## src/rtl/ym3438_write_sched.sv

```systemverilog
// ---------------------------------------------------------------------------
// ym3438_write_sched
//
// Buffers host register writes (bank, address, data) in a FIFO and replays
// each one onto the ym3438 bus pins as an address phase followed by a data
// phase. Each phase drives a write pulse of PULSE cycles, then holds CS high
// for a fixed busy wait, so the host never polls the chip status register.
// With ADDR_CACHE=1, the address phase is skipped when bank and address
// match the last address written.
//
// Ports:
//   MCLK        master clock, rising edge
//   IC          asynchronous active-low reset (shared with the chip IC pin)
//   req_valid   host write request; accepted when req_ready is 1
//   req_ready   FIFO has room (count != DEPTH)
//   req_bank    register bank (0 or 1)
//   req_addr    register address
//   req_data    register data
//   count       FIFO occupancy
//   idle        FIFO empty and scheduler idle
//   ym_cs       chip CS, active low
//   ym_wr       chip WR, active low
//   ym_rd       chip RD, tied high
//   ym_address  chip ADDRESS[1:0] = {bank, data_phase}
//   ym_data     chip DATA_i
// ---------------------------------------------------------------------------
module ym3438_write_sched #(
    parameter int DEPTH      = 8,
    parameter int PULSE      = 4,
    parameter int WAIT_ADDR  = 24,
    parameter int WAIT_DATA  = 192,
    parameter int ADDR_CACHE = 1
) (
    input  logic                   MCLK,
    input  logic                   IC,
    input  logic                   req_valid,
    output logic                   req_ready,
    input  logic                   req_bank,
    input  logic [7:0]             req_addr,
    input  logic [7:0]             req_data,
    output logic [$clog2(DEPTH):0] count,
    output logic                   idle,
    output logic                   ym_cs,
    output logic                   ym_wr,
    output logic                   ym_rd,
    output logic [1:0]             ym_address,
    output logic [7:0]             ym_data
);

    localparam int AW       = $clog2(DEPTH);
    localparam int MAX_AD   = (WAIT_ADDR > WAIT_DATA) ? WAIT_ADDR : WAIT_DATA;
    localparam int MAX_WAIT = (PULSE > MAX_AD) ? PULSE : MAX_AD;
    localparam int CW       = $clog2(MAX_WAIT + 1);
    localparam logic [AW:0] FULL = (AW + 1)'(DEPTH);

    typedef enum logic [3:0] {
        IDLE,
        A_SETUP, A_PULSE, A_HOLD, A_WAIT,
        D_SETUP, D_PULSE, D_HOLD, D_WAIT
    } state_t;

    // FIFO entry layout: {bank, addr[7:0], data[7:0]}
    logic [16:0]   mem [DEPTH];
    logic [AW-1:0] wr_ptr, rd_ptr;
    logic [16:0]   head;
    logic          push, pop, dispatch, cache_hit;

    state_t        state, nxt;
    logic [CW-1:0] cnt, cnt_nxt;

    logic          work_bank;
    logic [7:0]    work_addr, work_data;
    logic          cache_valid, cache_bank;
    logic [7:0]    cache_addr;
    logic          src_bank;
    logic [7:0]    src_addr, src_data;

    assign req_ready = (count != FULL);
    assign push      = req_valid && req_ready;
    assign head      = mem[rd_ptr];
    assign idle      = (state == IDLE) && (count == '0);
    assign ym_rd     = 1'b1;
    assign cache_hit = (ADDR_CACHE != 0) && cache_valid &&
                       ({cache_bank, cache_addr} == head[16:8]);

    // On a pop edge the pins must already show the new entry, so the
    // output decode reads the FIFO head instead of the working registers.
    assign src_bank = pop ? head[16]    : work_bank;
    assign src_addr = pop ? head[15:8]  : work_addr;
    assign src_data = pop ? head[7:0]   : work_data;

    // NOTE: storage has no reset; only the pointers and count define which
    // entries are valid, so clearing the array would buy nothing.
    always_ff @(posedge MCLK) begin
        if (push) mem[wr_ptr] <= {req_bank, req_addr, req_data};
    end

    // NOTE: every register is updated with <= so all flops sample the same
    // pre-edge values regardless of statement order.
    always_ff @(posedge MCLK or negedge IC) begin
        if (!IC) begin
            wr_ptr <= '0;
            rd_ptr <= '0;
            count  <= '0;
        end else begin
            if (push) wr_ptr <= wr_ptr + 1'b1;
            if (pop)  rd_ptr <= rd_ptr + 1'b1;
            case ({push, pop})
                2'b10:   count <= count + 1'b1;
                2'b01:   count <= count - 1'b1;
                default: count <= count;
            endcase
        end
    end

    // Next-state logic. The wait counter is loaded on entry to PULSE/WAIT
    // and a state exits on the cycle it observes zero.
    // NOTE: nxt/cnt_nxt/pop/dispatch get defaults first so no path leaves
    // them unassigned, which would otherwise infer latches.
    always_comb begin
        nxt      = state;
        cnt_nxt  = cnt;
        pop      = 1'b0;
        dispatch = 1'b0;
        case (state)
            IDLE:    dispatch = 1'b1;
            A_SETUP: begin nxt = A_PULSE; cnt_nxt = CW'(PULSE - 1); end
            A_PULSE: if (cnt == '0) nxt = A_HOLD; else cnt_nxt = cnt - 1'b1;
            A_HOLD:  if (WAIT_ADDR == 0) nxt = D_SETUP;
                     else begin nxt = A_WAIT; cnt_nxt = CW'(WAIT_ADDR - 1); end
            A_WAIT:  if (cnt == '0) nxt = D_SETUP; else cnt_nxt = cnt - 1'b1;
            D_SETUP: begin nxt = D_PULSE; cnt_nxt = CW'(PULSE - 1); end
            D_PULSE: if (cnt == '0) nxt = D_HOLD; else cnt_nxt = cnt - 1'b1;
            D_HOLD:  if (WAIT_DATA == 0) dispatch = 1'b1;
                     else begin nxt = D_WAIT; cnt_nxt = CW'(WAIT_DATA - 1); end
            D_WAIT:  if (cnt == '0) dispatch = 1'b1; else cnt_nxt = cnt - 1'b1;
            default: nxt = IDLE;
        endcase
        // Back-to-back writes skip IDLE entirely.
        if (dispatch) begin
            if (count != '0) begin
                pop = 1'b1;
                nxt = cache_hit ? D_SETUP : A_SETUP;
            end else begin
                nxt = IDLE;
            end
        end
    end

    always_ff @(posedge MCLK or negedge IC) begin
        if (!IC) begin
            state       <= IDLE;
            cnt         <= '0;
            work_bank   <= 1'b0;
            work_addr   <= '0;
            work_data   <= '0;
            cache_valid <= 1'b0;
            cache_bank  <= 1'b0;
            cache_addr  <= '0;
            ym_cs       <= 1'b1;
            ym_wr       <= 1'b1;
            ym_address  <= '0;
            ym_data     <= '0;
        end else begin
            state <= nxt;
            cnt   <= cnt_nxt;
            if (pop) begin
                work_bank <= head[16];
                work_addr <= head[15:8];
                work_data <= head[7:0];
            end
            // The chip has latched the address once A_HOLD completes.
            if (state == A_HOLD) begin
                cache_valid <= 1'b1;
                cache_bank  <= work_bank;
                cache_addr  <= work_addr;
            end
            ym_cs <= !(nxt inside {A_SETUP, A_PULSE, A_HOLD, D_SETUP, D_PULSE, D_HOLD});
            ym_wr <= !(nxt inside {A_PULSE, D_PULSE});
            case (nxt)
                A_SETUP, A_PULSE, A_HOLD, A_WAIT: begin
                    ym_address <= {src_bank, 1'b0};
                    ym_data    <= src_addr;
                end
                D_SETUP, D_PULSE, D_HOLD, D_WAIT: begin
                    ym_address <= {src_bank, 1'b1};
                    ym_data    <= src_data;
                end
                default: ;  // IDLE: bus keeps its last value
            endcase
        end
    end

endmodule

```

## config.mk

```make
export PLATFORM = sky130hd
export DESIGN_NAME = ym3438_write_sched
export DESIGN_NICKNAME = d
export VERILOG_FILES = /design/src/rtl/ym3438_write_sched.sv
export SDC_FILE = /design/constraint.sdc
export NUM_CORES = 1
export LEC_CHECK = 0
export ABC_AREA = 0
export BUFFER_PORTS_ARGS = -buffer_cell sky130_fd_sc_hd__buf_2
export CORE_MARGIN = 3
export CORE_UTILIZATION = 55
export DETAILED_ROUTE_END_ITERATION = 6
export GPL_ROUTABILITY_DRIVEN = 1
export MAX_ROUTING_LAYER = met4
export PLACE_DENSITY_LB_ADDON = 0.3
export SLEW_MARGIN = 20
export SYNTH_ARGS = -nofsm -noshare
export SYNTH_HDL_FRONTEND = slang
export SYNTH_SLANG_ARGS = --single-unit
```

## constraint.sdc

```tcl
create_clock -name MCLK -period 2.5 [get_ports MCLK]
set_input_delay 0.25 -clock MCLK [delete_from_list [all_inputs] [get_ports MCLK]]
set_output_delay 0.25 -clock MCLK [all_outputs]
set_load 0.02 [all_outputs]
```

# [Yosys cells after proc, flatten, opt, wreduce, memory -nomap -nowiden]
# Memory sizes are Yosys's and may differ from the RTL's.
# Index checks and enable logic that the tools add are counted.
[op_classes] addsub=5 n_div=0 n_reduce_logical=20 eq_ne=21 bitwise_logic=0 muxes=21 shifts=0 mul=0 n_lt_le_gt_ge=0
[op_table] operator="4-bit by 3-bit == test with 1-bit output (second input constant)" n=8
[op_table] operator="4-bit case mux with 8 select lines" n=1
[op_table] operator="8-bit case mux with 4 select lines" n=1
[op_table] operator="8-bit two-way mux" n=3
[op_table] operator="4-bit by 2-bit == test with 1-bit output (second input constant)" n=4
[op_table] operator="4-bit two-way mux" n=4
[op_table] operator="8-bit case mux with 2 select lines" n=1
[op_table] operator="4-bit OR reduction" n=3
[op_table] operator="9-bit == test" n=1
[op_table] operator="4-bit by 1-bit == test with 1-bit output (second input constant)" n=2
[op_table] operator="4-bit == test (second input constant)" n=2
[op_table] operator="4-bit zero test" n=2
[op_table] operator="8-bit zero test" n=1
[op_table] operator="4-bit case mux with 2 select lines" n=1
[op_table] operator="4-bit nonzero test" n=2
[op_table] operator="8-bit by 1-bit subtractor with 8-bit output (second input constant)" n=1
[op_table] operator="3-bit by 1-bit adder with 3-bit output (second input constant)" n=2
[op_table] operator="1-bit two-way mux" n=6
[op_table] operator="3-bit two-way mux" n=2
[op_table] operator="2-bit nonzero test" n=3
[op_table] operator="6-bit nonzero test" n=1
[op_table] operator="4-bit by 1-bit adder with 4-bit output (second input constant)" n=1
[op_table] operator="4-bit inequality test (second input constant)" n=1
[op_table] operator="2-bit case mux with 2 select lines" n=1
[op_table] operator="9 further kinds" n=13
[word_totals] latchBits=0 input_bits=20 ram_bits=136 register_bits=61 romBits=0 word_cells=83 n_memories=1
[memory_table] memory="mem" words=8 word_bits=17 rd=1 rd_clocked_by_memory_dff=0 wr=1 line="63" source="logic [16:0] mem [DEPTH];"

# [Longest topological paths before layout]
# An unclocked memory read counts as a cell.
[logic_depth] ltp_word=9 mapped_depth=12 ltp_nobuf=12

# [Worst setup path after synthesis]
# No wires, ideal clock.
[synth_path] path_type="flip-flop to flip-flop" start="reg count[0]" end="mem mem[0][0], enable pin" stages_incl_launch_ff=6 arrival_time_ps=2520 path_slack_ps=-432 n_path_buf=0 cell_sequence="dfrtp_1 > nor3_1 > nand2_1 > nand2_1 > or2_2 > nor3_1"
[synth_via] elab_chain_cells=4
[synth_lines] element="start, declared" line="41" source="output logic [$clog2(DEPTH):0] count,"
[synth_lines] element="start signal, assigned" line="109" source="2'b10: count <= count + 1'b1;"
[synth_lines] element="start signal, assigned" line="110" source="2'b01: count <= count - 1'b1;"
[synth_lines] element="start signal, assigned" line="111" source="default: count <= count;"
[synth_lines] element="4-bit inequality test" line="78" source="assign req_ready = (count != FULL);"
[synth_lines] element="named net req_ready" line="37" source="output logic req_ready,"
[synth_lines] element="1-bit logical AND" line="79" source="assign push = req_valid && req_ready;"
[synth_lines] element="1-bit two-way mux" line="95" source="if (push) mem[wr_ptr] <= {req_bank, req_addr, req_data};"
[synth_lines] element="1-bit two-way mux (not written as such)" line="95"
[synth_lines] element="end, declared" line="63"
# The timed path passes the listed nets, and every way through them passes these cells.

# [Final worst setup path]
[layout_path] start="reg rd_ptr[0]" end="reg ym_data[5]"
[layout_via] elab_chain_cells=9
[layout_lines] element="start, declared" line="64" source="logic [AW-1:0] wr_ptr, rd_ptr;"
[layout_lines] element="start signal, assigned" line="107" source="if (pop) rd_ptr <= rd_ptr + 1'b1;"
[layout_lines] element="memory read 8 x 17 bit (*)"
[layout_lines] element="9-bit == test" line="84" source="({cache_bank, cache_addr} == head[16:8]);"
[layout_lines] element="1-bit logical AND" line="83" source="assign cache_hit = (ADDR_CACHE != 0) && cache_valid &&"
[layout_lines] element="3-bit two-way mux" line="143" source="nxt = cache_hit ? D_SETUP : A_SETUP;"
[layout_lines] element="3-bit two-way mux" line="141" source="if (count != '0) begin"
[layout_lines] element="4-bit two-way mux" line="140" source="if (dispatch) begin"
[layout_lines] element="4-bit by 3-bit == test with 1-bit output, or another cell as far along" line="180" source="case (nxt)"
[layout_lines] element="4-bit OR reduction" line="180"
[layout_lines] element="8-bit case mux with 2 select lines or 2-bit nonzero test (tied branches)"
[layout_lines] element="end signal, assigned" line="183" source="ym_data <= src_addr;"
[layout_lines] element="end signal, assigned" line="187" source="ym_data <= src_data;"
[layout_lines] element="end, declared" line="47" source="output logic [7:0] ym_data"
# Mark *: on every way between the ends. The rest lies on a longest branch, timed or not.
# A chain may end at the register's enable or synchronous reset.

==> flow_summary.yaml <==
status:
  outcome: "finished with violations"
  violations: "setup timing"
grt:
  grt_pass1_wl_mm: 25.2
  antenna_found_initial: 0
  grtUsageMet2: 0.327
  grtUsageMet1: 0.283
  grtUsageMet3: 0.0500
  grt_max_degree: 36
  grt_pass1_vias: 4661
  grt-ovfl-total: 0
  grt_busiest_layer: "met2"
  grt.total_usage: 0.212
power:
  p_sw_uw: 1940
  sequentialPowerShare: 0.534
  netSwitchingFraction: 0.255
  clockPowerShare: 0.349
  vdd_drop_max_mv: 0.537
  powerDensity_nw_per_um2: 790
  p_int_uw: 5650
  p_comb_frac: 0.117
  p_leak_uw: 0.00358
  p_total_uw: 7590
placed_design:
  gp_congestion: 0.904
  pre_cts_ws_ns: -0.0995
  port_buffers: 37
  dp_hpwl_mm: 9.93
  dp_cells: 746
  placed_area_um2: 8830
clock_network:
  clock_latency_ns: 0.44
  clock_path_buffers: 2
  cts-buffers-inserted: 17
  cts_htree_levels: 4
  root_buffer: "clkbuf_16"
  cts.sinks: 197
  tritoncts: "built"
  cts.clk_slew.worst_paths_ns: 0.07
finish:
  final_nets: 624
  diodes: 0
  finalNonFillerCells: 789
  drive_above_1_share: 0.302
  layout_commonest_cell: "edfxtp_1"
  final_cell_area_um2: 9610
  syn_to_final_growth_pct: 18.0
  final_cell_mix: "136 x edfxtp_1, 58 x dfrtp_1, 46 x nand2_1, 42 x buf_4, 37 x buf_2"
synth:
  syn_area_per_cell_um2: 16.0
  ys_ff_latch: 197
  synth_edf_count: 136
  synth_area_um2: 8140
  ys_warn_count: 0
  synth.largest_area_cell: "edfxtp_1"
  synth_top_flop_cell: "edfxtp_1"
  yosys-top-cells-area: "edfxtp_1 50%, dfrtp_1 18%, mux4_2 6.4%"
  ys_types: 50
  async_reset_ff_frac: 0.310
  yosysSeqAreaShare: 0.689
  yosysTopAreaCellShare: 0.502
  syn_inst: 509
  syn-num-nets: 537
die:
  die_w_um: 128
  core_um2: 14200
  start_util: 0.573
  boundaryPins: 39
  die_area_um2: 16300
  num_rows: 43
  die_h_um: 128
critical_path:
  required_ns: 2.84
  arrival_ns: 2.97
  start_kind: "register"
  r2r-start: "rd_ptr[0]"
  worstSetupPathType: "register to register"
  cp-end-kind: "register"
  cp-startpoint: "rd_ptr[0]"
  cp_max_fo: 8
  rrSetupSlack_ns: -0.13
timing:
  period_share: 1.05
  fmax_mhz: 381
  min_period_ns: 2.63
  tightestPinTransition_ns: 1.04
  hold_violations: 0
  rsz0062_at_grt: "true"
  finClkSkew_ns: 0.00990
  slew_headroom: 0.305
  setup_ws_ns: -0.127
  fin_tns_setup_ns: -0.940
  maxSlewViolCount: 0
  setup_viol: 10
drt:
  drc_errors: 0
  via_per_inst: 5.79
  via_count: 4571
  wl_per_cell_um: 19.8
  drt_iter0_markers: 527
  drtAntennaViolNets: 0
  drt-total-wl_mm: 15.6
  dr.pass1.iters: 4
worst_hold_path:
  worstHoldStart: "req_addr[7]"
  min_path_type: "primary input to register"
run:
  drv_cap: 0
## synthesized netlist by cell type (all sizes together), types with 10 or more instances
library cell,instances
edfxtp,136
buf,11
xnor2,11
clkbuf,10
inv,10
mux2,17
o21ai,34
mux2i,20
nand2,46
mux4,30
dfrtp,59
nand2b,13
nor3,10
nor2,18
## flip-flops by register name, indices dropped and copies added (netlist names), 4 cells and up
name        flops
count           4
cnt             8
mem           136
cache_addr      8
ym_data         8
state           4
work_addr       8
work_data       8
## worst max-delay path, stage by stage, from the launching register on
cell      delay, ns
dfrtp_2        0.37
buf_12         0.13
buf_12         0.12
mux4_2         0.53
mux2i_2        0.20
buf_4          0.15
xor2_1         0.14
nand4_1        0.16
nor4_4         0.27
buf_4          0.20
buf_12         0.12
o21ai_2        0.05
o311ai_1       0.09
## layout make-up
| class | count | area (um2) |
|---|---|---|
| Sequential cell | 197 | 5610 |
| Fill cell | 946 | 4590 |
| Clock buffer | 19 | 433 |
| Timing Repair Buffer | 89 | 698 |
| Multi-Input combinational cell | 280 | 2450 |
| Inverter | 11 | 41.3 |
| Clock inverter | 13 | 143 |
| Tap cell | 180 | 225 |
## kinds of logic (layout without fill, tap and decap cells)
| kind of cell | Yosys count | count (layout) | share of synthesized area |
|---|---|---|---|
| fa+ha+maj | 8 | 8 | 0.0132 |
| other cells | 1 | 1 | 0.000461 |
| simple gates | 114 | 114 | 0.0673 |
| buf+inv | 32 | 132 | 0.0191 |
| mux | 67 | 67 | 0.134 |
| xor+xnor | 19 | 19 | 0.0204 |
| flops | 197 | 197 | 0.689 |
| compound gates | 71 | 71 | 0.0559 |
## worst paths after layout
path	end	cells past startpoint
max in group asynchronous	ym_wr	3
worst min register to register	cache_valid	1
worst max register to register	ym_data[5]	12
worst min-delay path	mem[5][15]	1
worst max-delay path	ym_data[5]	12
min in group asynchronous	cnt[2]	2
## per-stage QoR
step                      hold slack, ns   util
final                             0.0727  0.677
after global routing              0.0630  0.677
after CTS                         0.0572  0.672
after detailed placement           0.305  0.621
after global placement             0.300  0.621
after floorplan                  -0.0456      -
## power groups by stage
| stage | clock network [uW] | logic, uW | registers, uW |
|---|---|---|---|
| after floorplan | 0 | 467 | 4120 |
| after global placement | 0 | 856 | 4090 |
| after detailed placement | 0 | 884 | 4110 |
| after CTS | 2690 | 890 | 4050 |
| after global routing | 2830 | 964 | 4090 |
| final | 2650 | 887 | 4060 |
## routing by layer
layer  vias to the layer above  share of wire
li1                       2116              -
met1                      2336           0.45
met2                       107           0.50
met3                        12          0.043
met4                         0          0.011
met5                         -              0
## repair_timing
action                                  in CTS  in global routing
hold buffers                                 1                  0
resized for setup                           17                 10
endpoints found under the setup margin       7                 11
pin swaps                                   14                 13
gates cloned                                 2                  1
setup buffers                                6                  2
hold endpoints to repair                    26                  0
Note: power is estimated with default switching activity, not from simulation.
